### src/rtl/fixed_frame_gen_pkg.sv
// rtl/fixed_frame_gen_pkg.sv - shared types and constants for the fixed-pattern frame generator
// Contents: pattern mode encodings, FSM state enum, default sync word, PRBS-15 seed and step function.
package fixed_frame_gen_pkg;

   localparam logic [1:0] MODE_INC   = 2'd0;
   localparam logic [1:0] MODE_WALK  = 2'd1;
   localparam logic [1:0] MODE_PRBS  = 2'd2;
   localparam logic [1:0] MODE_CONST = 2'd3;

   localparam logic [15:0] HDR_WORD_DEF = 16'hEB90;
   localparam logic [15:0] CONST_WORD   = 16'hA5A5;
   localparam logic [14:0] PRBS_SEED    = 15'h7FFF;

   typedef enum logic [2:0] {
      IDLE,
      HDR,
      CNT,
      PAY,
      GAP
   } state_t;

   // x^15 + x^14 + 1, shifting towards the MSB so the seed walks 7FFF, 7FFE, 7FFC, ...
   function automatic logic [14:0] prbs15_next(input logic [14:0] s);
      return {s[13:0], s[14] ^ s[13]};
   endfunction

endpackage

### src/rtl/prbs15_gen.sv
// rtl/prbs15_gen.sv - PRBS-15 generator with load and step controls
// Ports: clk, reset (sync, active-high); load reseeds to PRBS_SEED and wins over step;
//        step advances one state; q is the current 15-bit state.
module prbs15_gen
   import fixed_frame_gen_pkg::*;
(
   input  logic        clk,
   input  logic        reset,
   input  logic        load,
   input  logic        step,
   output logic [14:0] q
);

   always_ff @(posedge clk) begin
      if (reset || load) begin
         q <= PRBS_SEED;
      end else if (step) begin
         q <= prbs15_next(q);
      end
   end

endmodule

### src/rtl/fixed_frame_gen.sv
// rtl/fixed_frame_gen.sv - framed 16-bit test-pattern source for the channel selector
// Ports: clk, reset (sync, active-high); fixed_oe run grant; mode pattern select;
//        rate_div word pacing (one word per rate_div+1 cycles); full downstream almost-full;
//        fixed_db/fixed_wren registered data and write strobe; frame_cnt completed frames;
//        busy high outside IDLE.
module fixed_frame_gen
   import fixed_frame_gen_pkg::*;
#(
   parameter int              DATA_W    = 16,
   parameter int              FRAME_LEN = 256,
   parameter logic [15:0]     HDR_WORD  = HDR_WORD_DEF,
   parameter int              GAP_CYC   = 4
) (
   input  logic              clk,
   input  logic              reset,
   input  logic              fixed_oe,
   input  logic [1:0]        mode,
   input  logic [7:0]        rate_div,
   input  logic              full,
   output logic [DATA_W-1:0] fixed_db,
   output logic              fixed_wren,
   output logic [15:0]       frame_cnt,
   output logic              busy
);

   localparam logic [15:0] LAST_IDX = 16'(FRAME_LEN - 1);
   localparam logic [15:0] GAP_LAST = 16'(GAP_CYC - 1);

   state_t      state, state_nxt;
   logic [7:0]  div_cnt;
   logic [15:0] idx;
   logic [15:0] gap_cnt;
   logic [1:0]  mode_q;
   logic [14:0] lfsr_q;
   logic        running;
   logic        eligible;
   logic        emit;
   logic        last_pay;
   logic        enter_hdr;
   logic [15:0] pay_word;
   logic [15:0] word;

   always_ff @(posedge clk) begin
      if (reset) begin
         state <= IDLE;
      end else begin
         state <= state_nxt;
      end
   end

   // A grant drop during HDR/CNT/PAY aborts before any emission check, so the abort always
   // wins over an emission-eligible cycle.
   always_comb begin
      state_nxt = state;
      emit      = 1'b0;
      running   = (state == HDR) || (state == CNT) || (state == PAY);
      eligible  = (div_cnt >= rate_div) && !full;
      last_pay  = (state == PAY) && (idx == LAST_IDX);
      unique case (state)
         IDLE: if (fixed_oe) state_nxt = HDR;
         HDR: begin
            if (!fixed_oe) begin
               state_nxt = IDLE;
            end else if (eligible) begin
               emit      = 1'b1;
               state_nxt = CNT;
            end
         end
         CNT: begin
            if (!fixed_oe) begin
               state_nxt = IDLE;
            end else if (eligible) begin
               emit      = 1'b1;
               state_nxt = PAY;
            end
         end
         PAY: begin
            if (!fixed_oe) begin
               state_nxt = IDLE;
            end else if (eligible) begin
               emit = 1'b1;
               if (last_pay) state_nxt = (GAP_CYC == 0) ? HDR : GAP;
            end
         end
         GAP: if (gap_cnt == GAP_LAST) state_nxt = fixed_oe ? HDR : IDLE;
         default: state_nxt = IDLE;
      endcase
      enter_hdr = (state_nxt == HDR) && (state != HDR);
   end

   always_comb begin
      pay_word = CONST_WORD;
      unique case (mode_q)
         MODE_INC:   pay_word = idx;
         MODE_WALK:  pay_word = 16'h0001 << idx[3:0];
         MODE_PRBS:  pay_word = {1'b0, lfsr_q};
         MODE_CONST: pay_word = CONST_WORD;
         default:    pay_word = CONST_WORD;
      endcase
      word = pay_word;
      if (state == HDR) word = HDR_WORD;
      else if (state == CNT) word = frame_cnt;
   end

   always_ff @(posedge clk) begin
      if (reset) begin
         fixed_db   <= '0;
         fixed_wren <= 1'b0;
         frame_cnt  <= '0;
         div_cnt    <= '0;
         idx        <= '0;
         gap_cnt    <= '0;
         mode_q     <= MODE_INC;
      end else begin
         fixed_wren <= emit;
         if (emit) fixed_db <= word;

         // Saturating divider keeps counting through a stall, so a released stall emits at once.
         if (enter_hdr || emit) begin
            div_cnt <= '0;
         end else if (running && (div_cnt < rate_div)) begin
            div_cnt <= div_cnt + 8'd1;
         end

         if (enter_hdr) begin
            idx <= '0;
         end else if (emit && (state == PAY)) begin
            idx <= last_pay ? 16'd0 : idx + 16'd1;
         end

         if (emit && last_pay) frame_cnt <= frame_cnt + 16'd1;

         gap_cnt <= (state == GAP) ? gap_cnt + 16'd1 : 16'd0;

         if (enter_hdr) mode_q <= mode;
      end
   end

   prbs15_gen u_prbs (
      .clk   (clk),
      .reset (reset),
      .load  (enter_hdr),
      .step  (emit && (state == PAY)),
      .q     (lfsr_q)
   );

   assign busy = (state != IDLE);

endmodule

### config.mk
export PLATFORM = sky130hd
export DESIGN_NAME = fixed_frame_gen
export DESIGN_NICKNAME = d
export VERILOG_FILES = /design/src/rtl/fixed_frame_gen_pkg.sv /design/src/rtl/prbs15_gen.sv /design/src/rtl/fixed_frame_gen.sv
export SDC_FILE = /design/constraint.sdc
export NUM_CORES = 1
export LEC_CHECK = 0
export CORE_MARGIN = 2
export CORE_UTILIZATION = 34
export DETAILED_ROUTE_END_ITERATION = 8
export DONT_BUFFER_PORTS = 1
export PLACE_DENSITY = 0.45
export SLEW_MARGIN = 25
export SYNTH_ARGS = -nofsm -noshare
export SYNTH_HDL_FRONTEND = slang
export SYNTH_HIERARCHICAL = 1
export SYNTH_SLANG_ARGS = --single-unit
### constraint.sdc
create_clock -name clk -period 2.95 [get_ports clk]
set_input_delay 0.59 -clock clk [delete_from_list [all_inputs] [get_ports clk]]
set_output_delay 0.59 -clock clk [all_outputs]
set_load 0.01 [all_outputs]
Yosys cells after proc, flatten, opt, wreduce, memory -nomap -nowiden
Cells that the tools add are included.

Add/sub/neg operators: 4. Order comparisons: 2. Equal/unequal tests: 11. Shift-type cells: 1. Mux-type cells: 18. Bitwise logic cells: 2. Reductions and logical operators: 18.

Operator list (count): $pmux 16 s4 (1); $add 16x1->16 const B (3); $mux 16 (3); $mux 3 (9); $eq 16x2->1 const B (1); $eq 16x8->1 const B (1); $shl 1x4->16 const A (1); $pmux 3 s5 (1); $add 8x1->8 const B (1); $ge 8x8->1 (1); $lt 8x8->1 (1); $eq 3x1->1 const B (2); $eq 3x2->1 const B (2); $logic_and 1x1->1 (6); $reduce_or 2->1 (3); $eq 2x2->1 const B (2); $logic_or 1x1->1 (4); $mux 1 (4); $eq 3x3->1 const B (1); $logic_not 3->1 (1); $ne 3x1->1 const B (1); $reduce_bool 3->1 (1); $reduce_or 3->1 (1); $eq 2x1->1 const B (1); other kinds (4) (4).

Register bits: 93. Output and inout bits: 34. Word-level logic and storage cells: 65.

Depth between registers and ports, before layout
Depth in word-level cells: 10. Mapped depth: 12.

Hierarchy
The synthesis kept the hierarchy.

Modules (own cells, without submodules): fixed_frame_gen (times used 1, cells an instance 523, area each 4284.1 sq um, seq. area each 1561.5 sq um); prbs15_gen (times used 1, cells an instance 50, area each 559.3 sq um, seq. area each 300.3 sq um).

Worst setup path after synthesis
No wires, ideal clock.

Kind: in2reg. Start point: input port rate_div[1]. End point: register u_prbs.q[10]. Setup time: 115 ps. Data arrival time: 2563 ps. Path slack: 272 ps. Stages on the path: 12. Buffers on the path: 3. Path through: inv_1 -> ha_1 -> nor2b_1 -> o211ai_1 -> a31oi_2 -> o21ai_1 -> clkbuf_1 -> inv_1 -> buf_6 -> buf_12 -> mux2i_1 -> nand2_1.

Cells in the longest elaborated chain, start to end: 8. Elaborated cells between the ends (all ways): 16. Those cells by class: order compare: 1; eq/ne: 1; mux: 10; reduce/logical: 4.

Ends and longest elaborated chain: start: declaration (RTL line fixed_frame_gen.sv:18) `input logic [7:0] rate_div,`; $ge 8x8->1 (*) (RTL line fixed_frame_gen.sv:57) `eligible = (div_cnt >= rate_div) && !full;`; $logic_and 1x1->1 (*) (RTL line fixed_frame_gen.sv:57); $mux 3, on equally long branches (RTL line fixed_frame_gen.sv:80, fixed_frame_gen.sv:64, fixed_frame_gen.sv:72); $mux 3, on equally long branches (RTL line fixed_frame_gen.sv:78, fixed_frame_gen.sv:62, fixed_frame_gen.sv:70); $pmux 3 s5 (RTL line fixed_frame_gen.sv:59) `unique case (state)`; $eq 3x1->1 (RTL line fixed_frame_gen.sv:88) `enter_hdr = (state_nxt == HDR) && (state != HDR);`; $logic_and 1x1->1 (RTL line fixed_frame_gen.sv:88); $logic_or 1x1->1 (RTL line prbs15_gen.sv:15) `if (reset || load) begin`; end signal: assignment (RTL line prbs15_gen.sv:18) `q <= prbs15_next(q);`; end: declaration (RTL line prbs15_gen.sv:11) `output logic [14:0] q`.

Every way passes the cells marked *; elsewhere a longest branch is shown, timed or not. A chain may end at the register's enable or synchronous reset.

Worst setup path in the final report
Start point: register div_cnt[1]. End point: register frame_cnt[15].

Cells in the longest elaborated chain, start to end: 6.

Ends and longest elaborated chain: start: declaration (RTL line fixed_frame_gen.sv:30) `logic [7:0] div_cnt;`; start signal: assignment (RTL line fixed_frame_gen.sv:122) `div_cnt <= div_cnt + 8'd1;`; $ge 8x8->1 (RTL line fixed_frame_gen.sv:57); $logic_and 1x1->1 (RTL line fixed_frame_gen.sv:57); $mux 1 (RTL line fixed_frame_gen.sv:64, fixed_frame_gen.sv:72, fixed_frame_gen.sv:80); $mux 1 (RTL line fixed_frame_gen.sv:78) `if (!fixed_oe) begin`; $mux 1; $logic_and 1x1->1 (RTL line fixed_frame_gen.sv:131) `if (emit && last_pay) frame_cnt <= frame_cnt + 16'd1;`; end signal: assignment (RTL line fixed_frame_gen.sv:131); end: declaration (RTL line fixed_frame_gen.sv:22) `output logic [15:0] frame_cnt,`.

No other way between the ends.

==> impl_metrics.py <==
metrics = {
    "route": {
        "wl_per_cell_um": 17.9,
        "via_per_inst": 5.44,
        "drc": 0,
        "num_vias": 4079,
        "drt_iter0_drc": 297,
        "antenna_left": 0,
        "drt_wl_total_um": 13400,
        "firstDrtPassIters": 4,
    },
    "cts": {
        "post-cts-setup-buffers": 0,
        "clock_path_buffers": 2,
        "clock_latency_ns": 0.35,
        "cts_hold_buffers": 0,
        "h-tree-depth": 3,
        "cts-root-buf": "clkbuf_16",
        "clk_pin_slew_worst_paths_ns": 0.07,
        "cts_resized": 0,
        "cts_buffers": 9,
        "cts_num_sinks": 93,
        "cts_tree": "yes",
    },
    "layout": {
        "num_antenna_cells": 0,
        "syn2layout_area_growth_pct": 10.5,
        "layout.nets": 596,
        "fill_cells": 1416,
        "finalNonFillerCells": 750,
        "final_cell_mix": "dfxtp_1 (93), nand2_1 (61), nor2_1 (54), a21oi_1 (38)",
        "post-route-util_pct": 38.6,
        "drive_gt1_share_pct": 6.84,
        "final_common_cell": "dfxtp_1",
    },
    "synthesis": {
        "yosysSeqAreaShare_pct": 38.4,
        "postSynthCellCount": 573,
        "synthesis.area_um2": 4840,
        "synth_edf_count": 0,
        "ys_seq_elements": 93,
        "synth_flop_cell": "dfxtp_1",
        "netlist-cell-type-count": 57,
        "synthArstFlopShare_pct": 0,
        "synth_fp_nets": 604,
        "ys.warnings.count": 6,
        "syn_avg_cell_area_um2": 8.45,
    },
    "power_and_ir_drop": {
        "internal-power_mw": 2.04,
        "p_switching_mw": 0.594,
        "leakage_nw": 1.72,
        "powerDensity_nw_per_um2": 492,
        "swShare_pct": 22.6,
        "pwr-share-seq_pct": 48.1,
        "p_total_mw": 2.64,
        "pwr-share-comb_pct": 4.3,
        "pwr-share-clk_pct": 47.6,
        "vdd_drop_max_mv": 0.236,
    },
    "floorplanning": {
        "core_area_um2": 13900,
        "num_rows": 43,
        "dieArea_um2": 15200,
        "ios": 48,
        "floorplan.initialDensity_pct": 34.9,
        "die_x_um": 123,
        "die_h_um": 123,
    },
    "min_path": {
        "hold_path_class": "in -> reg",
    },
    "timing": {
        "slew_violations": 0,
        "finalCriticalPeriod_ns": 2.51,
        "fmax_mhz": 398,
        "fin_setup_tns_ns": 0,
        "min_period_over_period_pct": 85.2,
        "finalSetupViolCount": 0,
        "rsz0062_at_grt": "false",
        "tightest_slew_ns": 0.725,
        "hold_ws_ns": 0.302,
        "hold_viol": 0,
        "slew_headroom_pct": 51.5,
        "clock_skew_ns": 0.00891,
    },
    "placement": {
        "routabilityCongestion": 0.815,
        "io_buffers": 0,
        "hpwl_um": 9800,
        "dp_cells": 734,
    },
    "critical_path": {
        "ff2ff_setup_slack_ns": 0.44,
        "endpoint_kind": "flip-flop",
        "path_class": "reg -> reg",
        "critPathArrivalTime_ns": 2.79,
        "crit_slowest_cell": "or4_1",
        "cp.required_ns": 3.23,
        "slowest_delay_ns": 0.50,
        "critPathLaunchType": "flip-flop",
        "critical_path.cell_chain": "ha_1, nor2b_1, o211ai_1, a31oi_2, o2111ai_2, buf_12, or4_1, a21oi_1",
        "critPathMaxFanout": 32,
    },
    "global_route": {
        "grt_pass1_wl_um": 21500,
        "grt_pass1_vias": 3745,
        "grt_max_degree": 43,
        "track_usage_pct": 18.6,
        "grt.overflow.total": 0,
        "antenna_found_initial": 0,
    },
    "job": {
        "maxCapViolCount": 0,
    },
    "run_status": {
        "status": "finished, final reports clean",
    },
}
## worst paths after layout
path | depth (start not counted) | to | start
setup / recovery | 8 | frame_cnt[15] | div_cnt[1]
hold / removal | 1 | frame_cnt[14] | reset
setup reg to reg | 8 | frame_cnt[15] | div_cnt[1]
hold reg to reg | 1 | gap_cnt[0] | gap_cnt[0]
## flip-flops by register name (all words and copies together), names as in the netlist
name        cells
fixed_db       16
frame_cnt      16
gap_cnt        16
idx            16
u_prbs/q       15
div_cnt         8
state           3
mode_q          2
fixed_wren      1
## synthesized netlist by cell type (all sizes together), types with 2 or more instances
cell	n	area, µm²
or2	3	18.8
dfxtp	93	1860
nand3	22	110
inv	22	82.6
clkbuf	21	78.8
o211ai	5	42.5
mux2i	26	260
nand3b	3	22.5
a21oi	38	190
and4	3	26.3
nor4b	2	17.5
o31ai	10	75.1
o22ai	2	12.5
nand4	11	68.8
xnor2	18	158
a221oi	2	17.5
nor2	56	215
a2111oi	4	57.6
buf	11	77.6
and3	7	43.8
o21ai	29	145
or3	14	87.6
ha	17	213
or4	9	67.6
xor2	12	105
a31oi	6	43.8
nand2b	2	12.5
nor3	5	25.0
and2	3	18.8
a211oi	3	22.5
o221ai	8	70.1
nand2	61	229
nor3b	4	30.0
o2111ai	9	91.3
a311oi	8	70.1
nor2b	7	43.8
nor4	7	43.8
## power groups by stage
stage	clock, mW	combinational [mW]	sequential (mW)
6_report	1.25	0.114	1.27
5_1_grt	1.35	0.127	1.27
4_1_cts	1.29	0.114	1.27
3_5_place_dp	0	0.114	1.30
2_1_floorplan	0	0.0967	1.29
3_3_place_gp	0	0.115	1.30
## worst max-delay path: cells and delay by family, from the launching register on
kind,cells,cell delay (ns)
buf+inv,1,0.21
compound gates,4,0.90
fa+ha+maj,1,0.31
flops,1,0.35
simple gates,2,0.67
## logic make-up (layout without fill, tap and decap cells)
| family | after synthesis | after routing | synth area share (%) |
|---|---|---|---|
| AO/OA/AOI/OAI | 131 | 131 | 18.5 |
| XOR/XNOR | 30 | 30 | 5.42 |
| adder cells (fa/ha/maj) | 17 | 17 | 4.39 |
| buffers and inverters | 54 | 51 | 4.93 |
| flip-flops | 93 | 93 | 38.4 |
| multiplexers | 27 | 27 | 5.61 |
| AND/OR/NAND/NOR | 221 | 221 | 22.7 |
## metrics by stage
stage          cell area, µm²  setup WS [ns]
3_3_place_gp             5030          0.279
4_1_cts                  5350          0.470
3_5_place_dp             5030          0.209
6_report                 5350          0.435
5_1_grt                  5350          0.218
2_1_floorplan            4840          0.272
## layout make-up
| cell class | count | area, µm² | share of cell area (%) |
|---|---|---|---|
| inverter | 22 | 82.6 | 1.54 |
| multi-input combinational | 426 | 2740 | 51.3 |
| sequential | 93 | 1860 | 34.8 |
| timing repair buffer | 13 | 123 | 2.29 |
| clock buffer | 10 | 229 | 4.28 |
| clock inverter | 6 | 87.6 | 1.64 |
| tap | 180 | 225 | 4.21 |
## layer usage
metal,track usage [%],vias to the layer above,wire length (µm),share of wire [%]
met4,7.53,0,282,2.1
met2,27.3,79,5980,45
met1,26.8,1922,6600,49
met5,0,-,0,0
met3,3.27,17,536,4.0
li1,-,2061,-,-
No activity file was read; power rests on OpenSTA's default activity.
